`config.mk`:
```
export PLATFORM = sky130hd
export DESIGN_NAME = key_load_ctrl
export DESIGN_NICKNAME = d
export VERILOG_FILES = /design/src/rtl/lock_ctrl_pkg.sv /design/src/rtl/key_shift_par.sv /design/src/rtl/key_load_ctrl.sv
export SDC_FILE = /design/constraint.sdc
export NUM_CORES = 1
export LEC_CHECK = 0
export BUFFER_PORTS_ARGS = -buffer_cell sky130_fd_sc_hd__buf_2
export CELL_PAD_IN_SITES_DETAIL_PLACEMENT = 0
export CELL_PAD_IN_SITES_GLOBAL_PLACEMENT = 1
export CORE_ASPECT_RATIO = 0.5
export CORE_MARGIN = 5
export CORE_UTILIZATION = 40
export DETAILED_ROUTE_END_ITERATION = 7
export PLACE_DENSITY = 0.7
export SLEW_MARGIN = 20
export SYNTH_ARGS = -nofsm -noshare
export SYNTH_HDL_FRONTEND = slang
export SYNTH_SLANG_ARGS = --single-unit
```
`constraint.sdc`:
```
create_clock -name clk -period 1.7 [get_ports clk]
set_input_delay 0 -clock clk [delete_from_list [all_inputs] [get_ports clk]]
set_output_delay 0 -clock clk [all_outputs]
set_load 0.005 [all_outputs]
```
`src/rtl/lock_ctrl_pkg.sv`:
```
// lock_ctrl_pkg: shared types and constants for the key load sequencer
package lock_ctrl_pkg;
    typedef enum logic [2:0] {S_IDLE, S_SHIFT, S_CHECK, S_SETTLE, S_RUN, S_ERROR} state_t;
    localparam int KEY_W_DEF = 8;
    localparam logic EVEN = 1'b0;
    localparam logic KEY_RST_BIT = 1'b0;
    localparam logic FSM_RST_VAL = 1'b1;
endpackage

```
`src/rtl/key_shift_par.sv`:
```
// key_shift_par: LSB-first key shift register with running parity and bit counter
module key_shift_par import lock_ctrl_pkg::*; #(
    parameter int KEY_W = KEY_W_DEF
) (
    input  logic             clk,
    input  logic             rst,
    input  logic             clear,
    input  logic             shift,
    input  logic             bit_in,
    output logic [KEY_W-1:0] shadow,
    output logic             parity_ok,
    output logic             done
);
    localparam int CW = $clog2(KEY_W + 1);
    logic [CW-1:0] bit_cnt;
    logic          par;
    always_ff @(posedge clk or negedge rst) begin
        if (!rst) begin
            shadow  <= '0;
            bit_cnt <= '0;
            par     <= 1'b0;
        end else if (clear) begin
            shadow  <= '0;
            bit_cnt <= '0;
            par     <= 1'b0;
        end else if (shift) begin
            par <= par ^ bit_in;
            // once full, the incoming bit is the parity bit and only folds into par
            if (!done) begin
                shadow  <= KEY_W'({bit_in, shadow} >> 1);
                bit_cnt <= bit_cnt + 1'b1;
            end
        end
    end
    assign done      = bit_cnt == CW'(KEY_W);
    assign parity_ok = par == EVEN;
endmodule

```
`src/rtl/key_load_ctrl.sv`:
```
// key_load_ctrl: loads a parity-checked unlock key and holds the locked FSM in reset until it settles
module key_load_ctrl import lock_ctrl_pkg::*; #(
    parameter int KEY_W      = KEY_W_DEF,
    parameter int SETTLE_CYC = 4
) (
    input  logic             clk,
    input  logic             rst,
    input  logic             load_start,
    input  logic             key_bit,
    input  logic             key_bit_valid,
    output logic             key_bit_ready,
    input  logic             zeroize,
    output logic [KEY_W-1:0] key_out,
    output logic             fsm_rst,
    output logic             busy,
    output logic             loaded,
    output logic             err
);
    state_t           state, nxt;
    logic [7:0]       settle_cnt, cnt_nxt;
    logic [KEY_W-1:0] key_nxt, shadow;
    logic             fsm_rst_nxt, rdy_nxt, busy_nxt, loaded_nxt, err_nxt;
    logic             clear, shift, full, parity_ok, release_now;
    assign shift = key_bit_ready && key_bit_valid && !load_start && !zeroize;
    key_shift_par #(.KEY_W(KEY_W)) u_shift (
        .clk(clk), .rst(rst), .clear(clear), .shift(shift), .bit_in(key_bit),
        .shadow(shadow), .parity_ok(parity_ok), .done(full)
    );
    always_ff @(posedge clk or negedge rst) begin
        if (!rst) begin
            state         <= S_IDLE;
            key_out       <= {KEY_W{KEY_RST_BIT}};
            fsm_rst       <= FSM_RST_VAL;
            key_bit_ready <= 1'b0;
            busy          <= 1'b0;
            loaded        <= 1'b0;
            err           <= 1'b0;
            settle_cnt    <= '0;
        end else begin
            state         <= nxt;
            key_out       <= key_nxt;
            fsm_rst       <= fsm_rst_nxt;
            key_bit_ready <= rdy_nxt;
            busy          <= busy_nxt;
            loaded        <= loaded_nxt;
            err           <= err_nxt;
            settle_cnt    <= cnt_nxt;
        end
    end
    assign release_now = (state == S_CHECK && parity_ok && SETTLE_CYC == 0) ||
                         (state == S_SETTLE && settle_cnt == 8'd1);
    always_comb begin
        nxt         = state;
        key_nxt     = key_out;
        fsm_rst_nxt = fsm_rst;
        rdy_nxt     = key_bit_ready;
        busy_nxt    = busy;
        loaded_nxt  = loaded;
        err_nxt     = err;
        cnt_nxt     = settle_cnt;
        clear       = 1'b0;
        if (zeroize || load_start) begin
            nxt         = zeroize ? S_IDLE : S_SHIFT;
            key_nxt     = {KEY_W{KEY_RST_BIT}};
            fsm_rst_nxt = FSM_RST_VAL;
            rdy_nxt     = !zeroize;
            busy_nxt    = !zeroize;
            loaded_nxt  = 1'b0;
            err_nxt     = 1'b0;
            cnt_nxt     = '0;
            clear       = 1'b1;
        end else begin
            case (state)
                S_SHIFT: begin
                    if (shift && full) begin
                        nxt     = S_CHECK;
                        rdy_nxt = 1'b0;
                    end
                end
                S_CHECK: begin
                    if (parity_ok) begin
                        key_nxt = shadow;
                        cnt_nxt = 8'(SETTLE_CYC);
                        nxt     = S_SETTLE;
                    end else begin
                        nxt      = S_ERROR;
                        err_nxt  = 1'b1;
                        busy_nxt = 1'b0;
                        clear    = 1'b1;
                    end
                end
                S_SETTLE: cnt_nxt = settle_cnt - 1'b1;
                default: ;
            endcase
            if (release_now) begin
                nxt         = S_RUN;
                fsm_rst_nxt = 1'b0;
                loaded_nxt  = 1'b1;
                busy_nxt    = 1'b0;
            end
        end
    end
endmodule

```
==> results of run 1 <==
==> path summary, 6_finish.rpt <==
path | cells after the start | slack (ps) | end
min reg2reg | 2 | 460 | fsm_rst
min in group asynchronous | 2 | 200 | settle_cnt[6]
max in group asynchronous | 3 | 990 | busy
max reg2reg | 6 | 70 | state[0]
min | 3 | 10 | u_shift.shadow[7]
max | 6 | 70 | state[0]
==> power groups by stage <==
stage | Combinational, W | Sequential (W) | Clock, W
floorplan | 0.0000582 | 0.000918 | 0
global placement | 0.000129 | 0.000915 | 0
detailed placement | 0.000131 | 0.000915 | 0
CTS | 0.000135 | 0.000898 | 0.000695
global route | 0.000150 | 0.000899 | 0.000743
finish | 0.000132 | 0.000898 | 0.000679
==> critical path, cell delays in order, from the launching register on <==
cell,delay [ps]
sky130_fd_sc_hd__dfrtp_1,380
sky130_fd_sc_hd__inv_1,60
sky130_fd_sc_hd__ha_2,160
sky130_fd_sc_hd__and3b_1,160
sky130_fd_sc_hd__and3_4,150
sky130_fd_sc_hd__or4b_1,490
sky130_fd_sc_hd__a31oi_1,160
==> stage by stage <==
stage	TNS [ps]	std cells	utilization, %
floorplan	-14.82	165	-
global placement	0	251	49.72
detailed placement	0	251	49.72
CTS	0	261	52.74
global route	-28.11	262	53.11
finish	0	262	53.11
==> Yosys cell counts, types with 3 or more instances <==
cell type	instances	area [um2]
sky130_fd_sc_hd__a21oi_1	8	40.04
sky130_fd_sc_hd__ha_1	4	50.05
sky130_fd_sc_hd__or3_1	4	25.02
sky130_fd_sc_hd__a31oi_1	7	43.79
sky130_fd_sc_hd__o21ai_0	7	35.03
sky130_fd_sc_hd__mux2i_1	8	80.08
sky130_fd_sc_hd__nand2_1	14	52.55
sky130_fd_sc_hd__nor2_1	23	86.33
sky130_fd_sc_hd__dfrtp_1	36	900.9
sky130_fd_sc_hd__a22o_1	8	70.07
sky130_fd_sc_hd__nand3_1	4	20.02
sky130_fd_sc_hd__nor4_1	3	18.77
sky130_fd_sc_hd__xnor2_1	3	26.28
sky130_fd_sc_hd__inv_1	11	41.29
==> cell usage in the layout, fill, tap and decap left out, types with 8 or more instances in the layout <==
| cell | n |
|---|---|
| sky130_fd_sc_hd__nand2_1 | 14 |
| sky130_fd_sc_hd__nor2_1 | 23 |
| sky130_fd_sc_hd__a21oi_1 | 8 |
| sky130_fd_sc_hd__inv_1 | 11 |
| sky130_fd_sc_hd__buf_2 | 18 |
| sky130_fd_sc_hd__dfrtp_1 | 36 |
| sky130_fd_sc_hd__buf_4 | 17 |
| sky130_fd_sc_hd__a22o_1 | 8 |
==> timing repair <==
| item | 4_1_cts | 5_1_grt |
|---|---|---|
| resized for setup | 0 | 2 |
| endpoints found under the hold margin | 20 | 0 |
| endpoints found under the setup margin | 0 | 8 |
| setup buffers | 0 | 1 |
| hold buffers | 2 | 0 |
==> per-layer routing <==
metal,vias up,global-route usage (%)
met5,-,0
met3,2,4.450
met4,0,3.321
li1,667,-
met1,648,19.57
met2,19,20.46
==> final cells by class <==
type                    instances  area [um2]
clock buffers                   7       96.34
clock inverters                 1       5.005
fillers                       355        1887
inverters                      11       41.29
multi-input cells             113       730.7
flip-flops and latches         37       927.1
well taps                      54       67.56
repair buffers                 39       269.0
==> registers in the layout, indices dropped and copies added, names as in the netlist <==
register,count
key_out,8
u_shift.shadow,8
u_shift.bit_cnt,4
busy,1
key_bit_ready,1
fsm_rst,1
settle_cnt,8
loaded,1
err,1
u_shift.par,1
state,3
==> logic make-up after synthesis <==
| group | after synthesis | share of synthesized area (%) |
|---|---|---|
| adders and majority gates | 4 | 2.905 |
| buffers and inverters | 15 | 4.140 |
| and+or+nand+nor | 63 | 19.61 |
| muxes | 8 | 4.648 |
| xor gates and xnor gates | 4 | 2.034 |
| AOI/OAI and AO/OA | 34 | 12.85 |
| DFF | 37 | 53.81 |
==> run metrics, run 1 <==
number of nets at the end of the flow=217; launch point of the worst path=u_shift.bit_cnt[1]; synthesized area divided by synthesized cell count=10.44 um2; Routed WL=3.589 mm; data required time at the worst endpoint=1910 ps; post-detailed-route wirelength per cell=13.70 um; fraction of power consumed by sequential logic=52.6%; gr ovfl total=0; type of the worst setup path=reg2reg; root buffer selected by CTS=sky130_fd_sc_hd__clkbuf_8; Max-Slew Margin vs Limit=61.50%; maximum fanout encountered on the critical timing path=4; total placed instance area=2001 um2; core region area=4024 um2; count of antenna diodes in the layout=0; worst-case vdd ir drop=406.2 uV; beginning of the worst register-to-register path=u_shift.bit_cnt[1]; uppermost signal routing layer after detailed routing=met4; fraction of power consumed by combinational cells=7.7%; wire length of the first global-routing pass=6.244 mm; most common flop cell mapped by yosys=sky130_fd_sc_hd__dfrtp_1; final standard cell area without fillers=2137 um2; startpoint of the worst hold path=key_bit; sort of element at the start of the critical path=register; CTS tree=yes; routed wire length on met2=1.623 mm; overall power of the completed layout=0.001709 W; Hold Fails Final Rpt=0; Finish-stage setup viols=0; die width=102.8 um; count of synthesis-stage warnings from yosys=0; Net Sw Frac=23.16%; number of input and output port buffers inserted=18; fraction of power consumed by the clock network=39.7%; setup repair after global routing missed its margin=yes; number of global-route vias before repair=1318; pin count of the biggest net entering global routing=22; Global Route Usage Sum=13.82%; highest attainable clock frequency=613.0 MHz; via count of the routed design=1336; post-synthesis sequential element count=37; Reg clk slew, reported paths=70 ps; Seq/Total Area, Yosys=53.81%; clock tree skew after final layout=7.567 ps; number of buffers created by CTS=5; fraction of layout instances using a drive strength above 1=25.48%; category of the worst setup path capture point=register; switching pwr=0.0003959 W; count of flip-flops with a built-in enable after synthesis=0; worst hold margin=12.92 ps; gate count after technology mapping=165; count of maximum capacitance violations=0; minimum setup slack after placement=68.49 ps; leakage dissipation=0.9914 nW; Max Root-Sink Buffers=2; Clock Latency Late Sink=280 ps; Sinks on Clock Net=37; H-Tree Level Count=2; effective utilization at floorplan=42.82%; post-route clock period utilization=95.97%; estimated wirelength of the detail-placed design=2.571 mm; ratio of total power to cell area=799.8 nW/um2; Synth async-reset ratio=100.0%; Worst-Margin Slew=575.3 ps; post-route worst setup slack=68.56 ps; cell-internal power=0.001313 W; Pre-Repair DR Iteration Count=4; I/O pin cnt=19; Residual DRC=0; area of the die=5799 um2; detailed-routing wirelength on met1=1.821 mm; Starting DRT DRC Count=40; Syn Std Cell Area=1723 um2; initial antenna violation count=0; area added between synthesis and finish=24.04%; DR vias/cell=5.099; Die Ht=56.41 um; Hold/Removal Path Class=in2reg; min cycle time layout=1631 ps; signal arrival time at the worst endpoint=1840 ps; final count of pins violating max slew=0; metal3 WL=131 um; number of distinct library cells after synthesis=33; gp weighted congestion=0.7640; net count of the mapped netlist=175; antenna violation net count after detailed routing=0; status=complete, no violations; site row count=16
Power figures use the tool's default switching activity.
==> run 2: changes to the inputs <==
--- a/config.mk
+++ b/config.mk
@@ -9,9 +9,11 @@
 export CELL_PAD_IN_SITES_DETAIL_PLACEMENT = 0
 export CELL_PAD_IN_SITES_GLOBAL_PLACEMENT = 1
 export CORE_ASPECT_RATIO = 0.5
-export CORE_MARGIN = 5
+export CORE_MARGIN = 1.5
 export CORE_UTILIZATION = 40
+export CTS_CLUSTER_SIZE = 20
 export DETAILED_ROUTE_END_ITERATION = 7
+export MAX_ROUTING_LAYER = met4
 export PLACE_DENSITY = 0.7
 export SLEW_MARGIN = 20
 export SYNTH_ARGS = -nofsm -noshare
==> run 2 against run 1 <==
Effect of this change:
- utilization rose by 0.28 points
- clock power fell by 4.6%
- final area is 0.53% higher
- power decreased by 1.7%
- routed wire length down 3.2%
- largest power group unchanged
==> run metrics, run 2 (same netlist as run 1, synthesis figures left out) <==
status=complete, no violations; count of maximum capacitance violations=0; Final TNS setup=0 ps; R2R cell count=6; ratio of total power to cell area=781.8 nW/um2; Finish-stage setup viols=0; leakage dissipation=0.9870 nW; fraction of power consumed by combinational cells=7.9%; CTS tree=yes; beginning of the worst register-to-register path=u_shift.bit_cnt[1]; setup repair after global routing missed its margin=yes; number of nets at the end of the flow=216; site row count=16; critical path endpoint=state[0]; Starting DRT DRC Count=59; kind of cell with the highest combined delay on the critical path=simple AND/OR/NAND/NOR gates; gp weighted congestion=0.7879; effective utilization at floorplan=42.82%; Residual DRC=0; Reg area=927.1 um2; Net Sw Frac=23.99%; Max-Slew Margin vs Limit=68.19%; root buffer selected by CTS=sky130_fd_sc_hd__clkbuf_8; fraction of power consumed by sequential logic=53.6%; gr ovfl total=0; die width=95.82 um; estimated wirelength of the detail-placed design=2.357 mm; cell-internal power=0.001277 W; core region area=4024 um2; fraction of layout instances using a drive strength above 1=25.12%; path length in cells of the critical path=6; antenna violation net count after detailed routing=0; Worst-Margin Slew=477.2 ps; largest registers ranked by flip-flop count=key_out (8), settle_cnt (8), u_shift.shadow (8); register-to-register setup slack=60 ps; final count of pins violating max slew=0; commonest non-fill, non-tap cell in the layout=sky130_fd_sc_hd__dfrtp_1; maximum fanout encountered on the critical timing path=4; data required time at the worst endpoint=1910 ps; final standard cell area without fillers=2148 um2; pin count of the biggest net entering global routing=38; number of global-route vias before repair=1270; Max stage delay cell, worst path=sky130_fd_sc_hd__or4b_1; post-route clock period utilization=96.63%; Slowest Stage Delay on Critical Path=490 ps; Clock Latency Late Sink=290 ps; post-detailed-route wirelength per cell=13.31 um; Sinks on Clock Net=37; launch point of the worst path=u_shift.bit_cnt[1]; number of input and output port buffers inserted=18; total placed instance area=1991 um2; Hold/Removal Path Class=in2reg; sort of element at the start of the critical path=register; DR vias/cell=5.046; area added between synthesis and finish=24.69%; Global Route Usage Sum=17.38%; Reg clk slew, reported paths=80 ps; crit-path cells=inv_1 -> ha_2 -> and3b_1 -> and3_4 -> or4b_1 -> a31oi_1; wire length of the first global-routing pass=6.085 mm; Fillers=369; highest attainable clock frequency=608.8 MHz; type of the worst setup path=reg2reg; Max Root-Sink Buffers=2; H-Tree Level Count=2; clock tree skew after final layout=10.29 ps; via count of the routed design=1317; worst-case vdd ir drop=355.5 uV; destination of the worst register-to-register timing path=state[0]; most used cells in the layout excluding fill and tap cells=sky130_fd_sc_hd__dfrtp_1, sky130_fd_sc_hd__nor2_1, sky130_fd_sc_hd__buf_2; switching pwr=0.0004028 W; category of the worst setup path capture point=register; worst hold margin=92.49 ps; count of antenna diodes in the layout=0; number of buffers created by CTS=5; initial antenna violation count=0; I/O pin cnt=19; Routed WL=3.475 mm; combined area of the multi-input logic cells=740.7 um2; signal arrival time at the worst endpoint=1850 ps; fraction of power consumed by the clock network=38.6%; Pre-Repair DR Iteration Count=4; Hold Fails Final Rpt=0; Die Ht=49.41 um; overall power of the completed layout=0.001679 W; min cycle time layout=1643 ps; WP buf/inv=1; area of the die=4734 um2
==> run 2: worst min-delay path by stage <==
stage,startpoint,endpoint,depth (start not counted)
after floorplan,rst,busy,0
after global routing,key_bit_valid,u_shift.par,4
final,key_bit_valid,u_shift.par,4
after CTS,key_bit_valid,u_shift.par,4
after detailed placement,rst,settle_cnt[0],2
after global placement,rst,settle_cnt[3],2
==> run 2: worst register-to-register path, stage by stage (launching register included) <==
cell and delay [ps]:
sky130_fd_sc_hd__dfrtp_1 390, sky130_fd_sc_hd__inv_1 60, sky130_fd_sc_hd__ha_2 170, sky130_fd_sc_hd__and3b_1 160
sky130_fd_sc_hd__and3_4 150, sky130_fd_sc_hd__or4b_1 490, sky130_fd_sc_hd__a31oi_1 160
==> run 2: stage by stage <==
stage / util [%] / instances / setup WS, ps
final: 53.39 / 261 / 57.30
after floorplan: - / 165 / -14.82
after detailed placement: 49.47 / 248 / 77.43
after global routing: 53.39 / 261 / -44.31
after global placement: 49.47 / 248 / 84.94
after CTS: 52.86 / 260 / 58.13
==> run 2: layer usage <==
| layer | track usage, % | up-vias | share of wire, % |
|---|---|---|---|
| met5 | - | - | 0 |
| met4 | 3.922 | 0 | 0.23 |
| met2 | 24.18 | 16 | 44 |
| met1 | 24.58 | 638 | 53 |
| li1 | - | 661 | - |
| met3 | 5.607 | 2 | 3.1 |
==> run 2: layout make-up <==
type,count,area share (%)
multi-input cells,113,34.48
inverters,11,1.922
well taps,54,3.145
clock inverters,2,0.6407
repair buffers,38,12.81
flip-flops and latches,37,43.16
clock buffers,6,3.844
==> run 2: timing repair <==
item                       in CTS  in global routing
hold buffers                    4                  0
setup endpoints to repair       0                 12
hold endpoints to repair       39                  0
setup buffers                   0                  1
gates resized for setup         0                  3
==> run 2: power groups by stage <==
stage,clock [W],combinational [W],sequential [W]
final,0.000648,0.000132,0.000900
after floorplan,0,0.0000582,0.000918
after CTS,0.000661,0.000133,0.000899
after detailed placement,0,0.000126,0.000916
after global placement,0,0.000125,0.000916
after global routing,0.000707,0.000150,0.000902
==> run 3: changes to the inputs <==
==> constraint.sdc (replaced) <==
create_clock -name clk -period 1.4 [get_ports clk]
set_input_delay 0 -clock clk [delete_from_list [all_inputs] [get_ports clk]]
set_output_delay 0 -clock clk [all_outputs]
set_load 0.05 [all_outputs]
==> run 3 against run 2 <==
Effect of this change:
- the flow now finishes with violations (setup timing)
- fmax rose by 3.8%
- utilization rose by 7.5 points
- largest cell class unchanged
- final area rose by 14%
- global-route usage rose by 1.4 points
- sequential power rose by 21%
- register-to-register slack got worse by 240 ps
- largest power group unchanged
- via count rose by 6.7%
- cell count rose by 8.0%
==> run metrics, run 3 (same netlist as run 1, synthesis figures left out) <==
Max-Slew Margin vs Limit=67.92%; CTS tree=yes; highest attainable clock frequency=631.6 MHz; fraction of power consumed by the clock network=35.3%; post-detailed-route wirelength per cell=13.52 um; Reg area=928.4 um2; switching pwr=0.0004995 W; via count of the routed design=1405; Final TNS setup=-1679 ps; H-Tree Level Count=2; setup repair after global routing missed its margin=yes; Net Sw Frac=24.55%; Finish-stage setup viols=19; category of the worst setup path capture point=register; signal arrival time at the worst endpoint=1790 ps; Reg clk slew, reported paths=70 ps; fraction of power consumed by combinational cells=11.1%; root buffer selected by CTS=sky130_fd_sc_hd__clkbuf_8; pin count of the biggest net entering global routing=38; status=complete, but fails checks; count of antenna diodes in the layout=0; number of global-route vias before repair=1433; Sinks on Clock Net=37; number of nets at the end of the flow=237; Max Root-Sink Buffers=2; area of the die=4734 um2; number of input and output port buffers inserted=18; Clock Latency Late Sink=280 ps; leakage dissipation=1.105 nW; Hold Fails Final Rpt=0; Routed WL=3.812 mm; fraction of layout instances using a drive strength above 1=41.23%; initial antenna violation count=0; final core area utilization=60.88%; Pre-Repair DR Iteration Count=6; Starting DRT DRC Count=47; largest registers ranked by flip-flop count=key_out (8), settle_cnt (8), u_shift.shadow (8); gp weighted congestion=0.8039; number of buffers created by CTS=5; Worst-Margin Slew=481.2 ps; DR vias/cell=4.982; combined area of the multi-input logic cells=858.3 um2; fraction of power consumed by sequential logic=53.6%; effective utilization at floorplan=42.82%; post-route clock period utilization=113.1%; antenna violation net count after detailed routing=0; Die Ht=49.41 um; most used cells in the layout excluding fill and tap cells=sky130_fd_sc_hd__dfrtp_1, sky130_fd_sc_hd__buf_4, sky130_fd_sc_hd__nor2_1; Fillers=347; area added between synthesis and finish=42.19%; gr ovfl total=0; worst-case vdd ir drop=465.5 uV; type of the worst setup path=reg2reg; final count of pins violating max slew=0; data required time at the worst endpoint=1610 ps; sort of element at the start of the critical path=register; wire length of the first global-routing pass=6.603 mm; Residual DRC=0; I/O pin cnt=19; site row count=16; ratio of total power to cell area=830.6 nW/um2; post-route worst setup slack=-183.2 ps; core region area=4024 um2; estimated wirelength of the detail-placed design=2.534 mm; maximum fanout encountered on the critical timing path=2; min cycle time layout=1583 ps; clock tree skew after final layout=2.319 ps; die width=95.82 um; commonest non-fill, non-tap cell in the layout=sky130_fd_sc_hd__dfrtp_1; count of maximum capacitance violations=0; Hold/Removal Path Class=in2reg; cell-internal power=0.001535 W; Global Route Usage Sum=18.81%; violations in the final reports=setup timing
run 3: power groups by stage:
stage | registers [W] | logic [W] | clock network (W)
6_report | 0.00109 | 0.000226 | 0.000717
5_1_grt | 0.00109 | 0.000250 | 0.000799
4_1_cts | 0.00109 | 0.000205 | 0.000751
3_5_place_dp | 0.00111 | 0.000189 | 0
3_3_place_gp | 0.00111 | 0.000188 | 0
2_1_floorplan | 0.00113 | 0.0000726 | 0
run 3: final timing paths:
path / slack (ps) / endpoint / depth (start not counted) / from
max in group asynchronous: 760 / fsm_rst / 3 / rst
min reg2reg: 470 / fsm_rst / 2 / fsm_rst
min in group asynchronous: 290 / settle_cnt[3] / 3 / rst
max: -180 / state[0] / 6 / u_shift.bit_cnt[0]
max reg2reg: -180 / state[0] / 6 / u_shift.bit_cnt[0]
min: 80 / key_bit_ready / 3 / load_start
run 3: area by class of cell:
| type | instances | area share, % |
|---|---|---|
| tap | 54 | 2.758 |
| clock buffer | 7 | 3.115 |
| inverter | 11 | 1.685 |
| clock inverter | 1 | 0.3064 |
| multi-input combinational | 113 | 35.04 |
| timing repair buffer | 59 | 19.20 |
| sequential | 37 | 37.90 |
run 3: repair_timing:
action | in CTS | in global routing
pin swaps | 13 | 20
cloned | 0 | 0
setup buffers | 3 | 4
endpoints found under the setup margin | 33 | 33
hold endpoints to repair | 40 | 0
gates resized for setup | 15 | 20
hold buffers | 3 | 0
run 3: routing by layer:
layer / track usage [%] / routed length, um / vias up
li1: - / - / 705
met1: 24.90 / 1914 / 683
met2: 28.76 / 1760 / 12
met3: 5.140 / 113 / 5
met4: 4.412 / 24 / 0
met5: - / 0 / -
run 3: critical path: stages (launching register included):
cell and delay, ps:
sky130_fd_sc_hd__dfrtp_1 360, sky130_fd_sc_hd__inv_1 50, sky130_fd_sc_hd__ha_2 150, sky130_fd_sc_hd__and3b_1 170, sky130_fd_sc_hd__and3_4 160, sky130_fd_sc_hd__or4b_1 450, sky130_fd_sc_hd__a31oi_1 160
run 3: through the flow:
stage | setup slack (ps) | std cells | hold WS [ps] | total power, W | instance area, um2
2_1_floorplan | -314.6 | 165 | -295.6 | 0.001202 | 1739
3_3_place_gp | -164.4 | 265 | 76.55 | 0.001299 | 2157
3_5_place_dp | -195.7 | 265 | 76.17 | 0.001300 | 2157
4_1_cts | -180.8 | 279 | 55.54 | 0.002047 | 2347
5_1_grt | -273.7 | 282 | 112.7 | 0.002142 | 2450
6_report | -183.2 | 282 | 83.99 | 0.002035 | 2450
